--- src/rtl/apu_aout_sequencer_pkg.sv ---
`default_nettype none
// ============================================================================
// Module  : apu_aout_sequencer_pkg
// Purpose : Shared audio-out parameters (oversample ratio, sample width and
//           fractional-divider widths) plus small helpers used by the
//           sequencer and its clock divider. The 16x filter uses the same
//           values.
// Revision: 1.0 - initial release
// ============================================================================
package apu_aout_sequencer_pkg;

    localparam int OSR      = 16;            // ticks per input sample, power of 2
    localparam int W_SAMPLE = 16;            // signed sample width
    localparam int W_DINT   = 8;             // divider integer width
    localparam int W_DFRAC  = 8;             // divider fractional width
    localparam int W_PHASE  = $clog2(OSR);   // oversample phase width

    typedef logic signed [W_SAMPLE-1:0] sample_t;

    // The counter needs at least two clocks per tick so that strobes can
    // never land on consecutive cycles; 0 and 1 are promoted to 2.
    function automatic logic [W_DINT-1:0] div_int_eff(input logic [W_DINT-1:0] d);
        return (d < W_DINT'(2)) ? W_DINT'(2) : d;
    endfunction

endpackage
`default_nettype wire

--- src/rtl/apu_aout_sequencer_frac_clkdiv.sv ---
`default_nettype none
// ============================================================================
// Module  : apu_frac_clkdiv
// Purpose : Fractional clock divider producing the oversample tick.
//           Mean tick period = div_int + div_frac/2^W_DFRAC clocks.
// Ports   : clk, rst_n      - clock, async active-low reset
//           en              - run enable; low returns counter/accumulator to 0
//           div_int         - integer clocks per tick (0/1 act as 2)
//           div_frac        - fractional clocks per tick
//           tick            - one-cycle tick strobe
// Revision: 1.0 - initial release
// ============================================================================
module apu_frac_clkdiv
    import apu_aout_sequencer_pkg::*;
(
    input  logic               clk,
    input  logic               rst_n,
    input  logic               en,
    input  logic [W_DINT-1:0]  div_int,
    input  logic [W_DFRAC-1:0] div_frac,
    output logic               tick
);

    logic [W_DINT-1:0]  r_cnt;
    logic [W_DFRAC-1:0] r_facc;
    logic [W_DFRAC:0]   w_sum;
    logic [W_DINT-1:0]  w_reload;

    // A zero counter while enabled is a tick, so the first tick lands on the
    // very first enabled cycle.
    assign tick  = en && (r_cnt == '0);
    assign w_sum = {1'b0, r_facc} + {1'b0, div_frac};

    // Interval is max(int,2) plus the accumulator carry; the counter holds
    // interval-1 because the tick cycle itself is the first clock of it.
    // Effective int >= 2 keeps this from underflowing, and 255-1+1 fits.
    assign w_reload = div_int_eff(div_int) - W_DINT'(1) + W_DINT'(w_sum[W_DFRAC]);

    always_ff @(posedge clk or negedge rst_n) begin
        if (!rst_n) begin
            r_cnt  <= '0;
            r_facc <= '0;
        end else if (!en) begin
            r_cnt  <= '0;
            r_facc <= '0;
        end else if (tick) begin
            r_cnt  <= w_reload;
            r_facc <= w_sum[W_DFRAC-1:0];
        end else begin
            r_cnt  <= r_cnt - W_DINT'(1);
        end
    end

endmodule
`default_nettype wire

--- src/rtl/apu_aout_sequencer.sv ---
`default_nettype none
// ============================================================================
// Module  : apu_aout_sequencer
// Purpose : Timing sequencer for the audio-out 16x oversampling path. Drives
//           the FIR step/shift strobes, pulls one mixer sample per OSR ticks
//           over valid/ready, flags underruns and marks fresh filter output.
// Ports   : clk, rst_n                 - clock, async active-low reset
//           cfg_en                     - run enable
//           cfg_div_int/cfg_div_frac   - clocks per tick (int.frac)
//           s_valid/s_ready/s_data     - mixer sample handshake
//           filt_en/filt_en_shift      - filter step / sample-shift strobes
//           filt_d                     - sample presented to the filter
//           out_valid                  - filter q updated on previous edge
//           phase                      - current oversample phase
//           underrun/underrun_clr      - sticky underrun flag and its clear
// Revision: 1.0 - initial release
// ============================================================================
module apu_aout_sequencer
    import apu_aout_sequencer_pkg::*;
(
    input  logic                       clk,
    input  logic                       rst_n,
    input  logic                       cfg_en,
    input  logic [W_DINT-1:0]          cfg_div_int,
    input  logic [W_DFRAC-1:0]         cfg_div_frac,
    input  logic                       s_valid,
    output logic                       s_ready,
    input  logic signed [W_SAMPLE-1:0] s_data,
    output logic                       filt_en,
    output logic                       filt_en_shift,
    output logic signed [W_SAMPLE-1:0] filt_d,
    output logic                       out_valid,
    output logic [W_PHASE-1:0]         phase,
    output logic                       underrun,
    input  logic                       underrun_clr
);

    logic               w_en;
    logic               w_tick;
    logic               w_shift;
    logic [W_PHASE-1:0] r_phase;
    logic               r_out_valid;
    logic               r_underrun;

    // Gating with rst_n keeps the combinational strobes low while reset is
    // held, even if cfg_en is already high and the counter sits at 0.
    assign w_en = cfg_en & rst_n;

    apu_frac_clkdiv u_clkdiv (
        .clk      (clk),
        .rst_n    (rst_n),
        .en       (w_en),
        .div_int  (cfg_div_int),
        .div_frac (cfg_div_frac),
        .tick     (w_tick)
    );

    // The sample slot is the tick at phase 0; s_ready deliberately ignores
    // s_valid so the mixer cannot create a combinational loop.
    assign w_shift       = w_tick && (r_phase == '0);
    assign filt_en       = w_tick;
    assign filt_en_shift = w_shift;
    assign s_ready       = w_shift;
    assign filt_d        = (w_shift && s_valid) ? s_data : '0;
    assign phase         = r_phase;
    assign out_valid     = r_out_valid;
    assign underrun      = r_underrun;

    always_ff @(posedge clk or negedge rst_n) begin
        if (!rst_n) begin
            r_phase     <= '0;
            r_out_valid <= 1'b0;
            r_underrun  <= 1'b0;
        end else begin
            r_out_valid <= w_tick;
            // OSR is a power of two, so natural wrap gives mod OSR.
            if (!w_en) begin
                r_phase <= '0;
            end else if (w_tick) begin
                r_phase <= r_phase + W_PHASE'(1);
            end
            // Set has priority over clear so a coincident underrun is kept.
            if (w_shift && !s_valid) begin
                r_underrun <= 1'b1;
            end else if (underrun_clr) begin
                r_underrun <= 1'b0;
            end
        end
    end

endmodule
`default_nettype wire

--- config.mk ---
export PLATFORM = sky130hd
export DESIGN_NAME = apu_aout_sequencer
export DESIGN_NICKNAME = d
export VERILOG_FILES = /design/src/rtl/apu_aout_sequencer_pkg.sv /design/src/rtl/apu_aout_sequencer_frac_clkdiv.sv /design/src/rtl/apu_aout_sequencer.sv
export SDC_FILE = /design/constraint.sdc
export NUM_CORES = 1
export LEC_CHECK = 0
export CAP_MARGIN = 5
export CORE_MARGIN = 4
export CORE_UTILIZATION = 25
export CTS_CLUSTER_DIAMETER = 40
export DETAILED_ROUTE_END_ITERATION = 10
export HOLD_SLACK_MARGIN = 0.02
export PLACE_DENSITY_LB_ADDON = 0.1
export SLEW_MARGIN = 20
export SYNTH_ARGS = -nofsm -noshare
export SYNTH_HDL_FRONTEND = slang
export SYNTH_SLANG_ARGS = --single-unit
--- constraint.sdc ---
create_clock -name clk -period 4.8 [get_ports clk]
set_input_delay 0.72 -clock clk [delete_from_list [all_inputs] [get_ports clk]]
set_output_delay 0.72 -clock clk [all_outputs]
set_load 0.1 [all_outputs]
==> impl_metrics.csv <==
group,metric,value,unit
outcome,outcome,"complete, no violations",
layout,final_util,41.5,%
sta,setup_viol,0,
routing,ant_nets,0,
sta,fin_crit,3520,ps
critical_path,cp_slowest_cell,"or4b_1",
critical_path,critPathLaunch,"u_clkdiv.r_cnt[0]$_DFF_PN0_",
critical_path,crit_buf_inv,3,
routing,met1Wirelength,1900,um
layout,final_cells,311,
critical_path,critPathArrivalTime,2800,ps
placed_design,io_buffer_count,61,
global_route,track_usage,11.7,%
critical_path,cp_max_fo,16,
routing,wl_per_cell,13.4,um
power,power_density,454,mW/mm2
synthesis,avgSynthCellArea,8.92,um2
clocking,clk_pin_slew,80,ps
routing,drc_errors,0,
placed_design,place_hpwl,3370,um
routing,drt_iter0_markers,55,
die,die_x,87.0,um
routing,num_vias,1440,
routing,route.top_layer_used,"met4",
sta,max_freq,284,MHz
synthesis,synth_adder_area_share,11.7,%
sta,hold_viol,0,
layout,finalNetCount,288,
critical_path,worstPathRequired,4080,ps
placed_design,gp_congestion,0.786,
job,maxCapViolCount,0,
synthesis,muxShareOfSynthArea,0.721,%
synthesis,synth_top_family_by_area,"simple AND/OR/NAND/NOR gates",
routing,wl_met2,1790,um
worst_hold_path,hp-class,"flop to flop",
sta,fin_ws,1280,ps
sta,final.setup.tns,0,ps
power,p_leak,1.07,nW
die,core_region_area,0.00599,mm2
critical_path,r2r_start,"u_clkdiv.r_facc[0]$_DFFE_PN0P_",
layout,drive_above_1_share,12.3,%
clocking,post_cts_buffers,0,
die,die_h,87.0,um
die,die_area,0.00757,mm2
clocking,cts_hold_buf,0,
sta,post-route-period-util,73.4,%
sta,rsz0062_at_grt,"no",
power,finalPower,0.00113,W
synthesis,synth_compound_area_share,14.6,%
critical_path,path_cells,"inv_1, ha_1, or4b_1, or3_4, inv_2, and3_4, and2_1, buf_12",
power,peakVddDrop,0.196,mV
global_route,grt_max_degree,24,
worst_hold_path,hold_start,"u_clkdiv.r_facc[6]$_DFFE_PN0P_",
clocking,cts_resized,0,
global_route,grt_pass1_wl,7070,um
critical_path,crit_family,"simple AND/OR/NAND/NOR gates",
synthesis,synth-xor-area-share,8.97,%
sta,max_slew_margin,34.7,%
clocking,cts.sinks,22,
placed_design,pre_cts_ws,1090,ps
synthesis,ys_ff_latch,22,
global_route,grt_overflow_total,0,
die,io_pins,62,
clocking,cts_made_buffers,3,
synthesis,netlist_area,0.00156,mm2
layout,antenna_cells,0,
clocking,clock_path_buffers,2,
critical_path,critPathCaptureType,"output port",
critical_path,slowest_delay,590,ps
synthesis,synth-seq-area-share,35.3,%
synthesis,netlist_instances,175,
critical_path,critPathKind,"flop to output port",
global_route,antenna_found_initial,0,
routing,drt_wl_total,4170,um
sta,worst_slew_pin_slew,976,ps
routing,viasPerCell,4.63,
clocking,tritoncts,"yes",
sta,skew,3.59,ps
clocking,clk_latency,270,ps
routing,drtPass1Iterations,4,
die,start_util,26.1,%
synthesis,yosysUniqueCellTypes,39,
synthesis,synth.net_count,226,
layout,syn_to_final_growth,59.3,%
synthesis,synthSimpleGateAreaFrac,24.1,%
die,num_rows,28,
critical_path,cp-start-kind,"flop",
routing,wl_met3,419,um
sta,drv_slew,0,
synthesis,ys_warn_count,0,
global_route,first_global_vias,1483,
placed_design,numPlacedInstances,307,
clocking,clk_root_buffer_cell,"clkbuf_8",
clocking,htreeDepth,1,
[placed cells by master (no fill, tap or decap), types with 2 or more instances in the layout]
| cell type | netlist | final |
|---|---|---|
| o211ai_1 | 2 | 2 |
| nand2_1 | 14 | 14 |
| nor2_1 | 13 | 13 |
| nor3b_1 | 2 | 2 |
| nand4_1 | 3 | 3 |
| nor4_1 | 3 | 3 |
| nand3_1 | 3 | 3 |
| inv_1 | 10 | 10 |
| xor2_1 | 10 | 10 |
| a21o_1 | 2 | 2 |
| clkbuf_8 | 0 | 4 |
| o21ai_0 | 12 | 12 |
| xnor2_1 | 6 | 6 |
| buf_12 | 0 | 19 |
| a211oi_1 | 2 | 2 |
| nand2b_1 | 4 | 4 |
| ha_1 | 13 | 13 |
| o22ai_1 | 6 | 6 |
| or3_1 | 3 | 3 |
| clkdlybuf4s50_1 | 0 | 42 |
| and2_1 | 16 | 16 |
| a21oi_1 | 7 | 7 |
| nor3_1 | 3 | 3 |
| dfrtp_1 | 22 | 22 |
[power breakdown]
group          total [W]  internal (W)  switching [W]
Clock           0.000135     0.0000732      0.0000616
Combinational   0.000722      0.000277       0.000445
Sequential      0.000273      0.000234      0.0000398
Total            0.00113      0.000583       0.000547
[tightest hold or removal path, cell delays in order (launching register included)]
cell     delay [ps]
dfrtp_1         350
nand2_1          50
o21ai_0          60
[routing by layer]
layer | vias to the layer above | GRT usage [%]
li1 | 732 | -
met1 | 643 | 15.0
met2 | 60 | 18.8
met3 | 5 | 3.31
met4 | 0 | 3.82
met5 | - | 0
[area by class of cell]
class / count / area [um2]
multi-input combinational: 137 / 938
tap: 75 / 93.8
clock buffer: 4 / 55.1
timing repair buffer: 62 / 808
fill: 586 / 3500
inverter: 11 / 41.3
sequential: 22 / 551
[metrics by stage]
stage | cell area (um2) | hold WS [ps]
after floorplan | 1560 | 424
after global placement | 2430 | 475
after detailed placement | 2430 | 479
after CTS | 2490 | 499
after global routing | 2490 | 537
final | 2490 | 489
[worst paths after layout]
check / depth (start not counted) / end / slack [ps]
min: 2 / u_clkdiv.r_facc[6]$_DFFE_PN0P_ / 490
min in group asynchronous: 2 / phase[3]$_DFFE_PN0P_ / 880
max: 8 / filt_d[3] / 1280
max reg2reg: 15 / u_clkdiv.r_cnt[4]$_DFF_PN0_ / 1950
max in group asynchronous: 2 / u_clkdiv.r_facc[1]$_DFFE_PN0P_ / 3680
min reg2reg: 2 / u_clkdiv.r_facc[6]$_DFFE_PN0P_ / 490
[state kept, by name, indices dropped and copies added (netlist names)]
signal and flops:
phase 4, u_clkdiv.r_facc 8, u_clkdiv.r_cnt 8, out_valid 1
underrun 1
[synthesized netlist by cell type]
library cell,instances,area [um2]
dfrtp_1,22,551
and2_1,16,100
nand2_1,14,52.6
ha_1,13,163
nor2_1,13,48.8
o21ai_0,12,60.1
inv_1,10,37.5
xor2_1,10,87.6
a21oi_1,7,35.0
o22ai_1,6,37.5
xnor2_1,6,52.6
nand2b_1,4,25.0
nand3_1,3,15.0
nand4_1,3,18.8
nor3_1,3,15.0
nor4_1,3,18.8
or3_1,3,18.8
a211oi_1,2,15.0
a21o_1,2,15.0
clkbuf_1,2,7.51
nor3b_1,2,15.0
o211ai_1,2,15.0
a2111oi_0,1,8.76
a211o_1,1,8.76
a22o_1,1,8.76
and3_4,1,11.3
buf_2,1,5.00
buf_4,1,7.51
buf_6,1,11.3
fa_1,1,20.0
inv_2,1,3.75
mux2_2,1,11.3
nor4bb_1,1,10.0
o2111ai_1,1,8.76
o21bai_1,1,7.51
o31ai_1,1,7.51
or2_2,1,6.26
or3_4,1,11.3
or4b_1,1,10.0
[cells by family (layout without fill, tap and decap cells)]
kind of cell             Yosys count  count (layout)
XOR/XNOR                          16              16
AO/OA/AOI/OAI                     37              37
buffers and inverters             16              77
adder cells (fa/ha/maj)           14              14
multiplexers                       1               1
flip-flops                        22              22
AND/OR/NAND/NOR                   69              69
No activity file was read; power rests on OpenSTA's default activity.
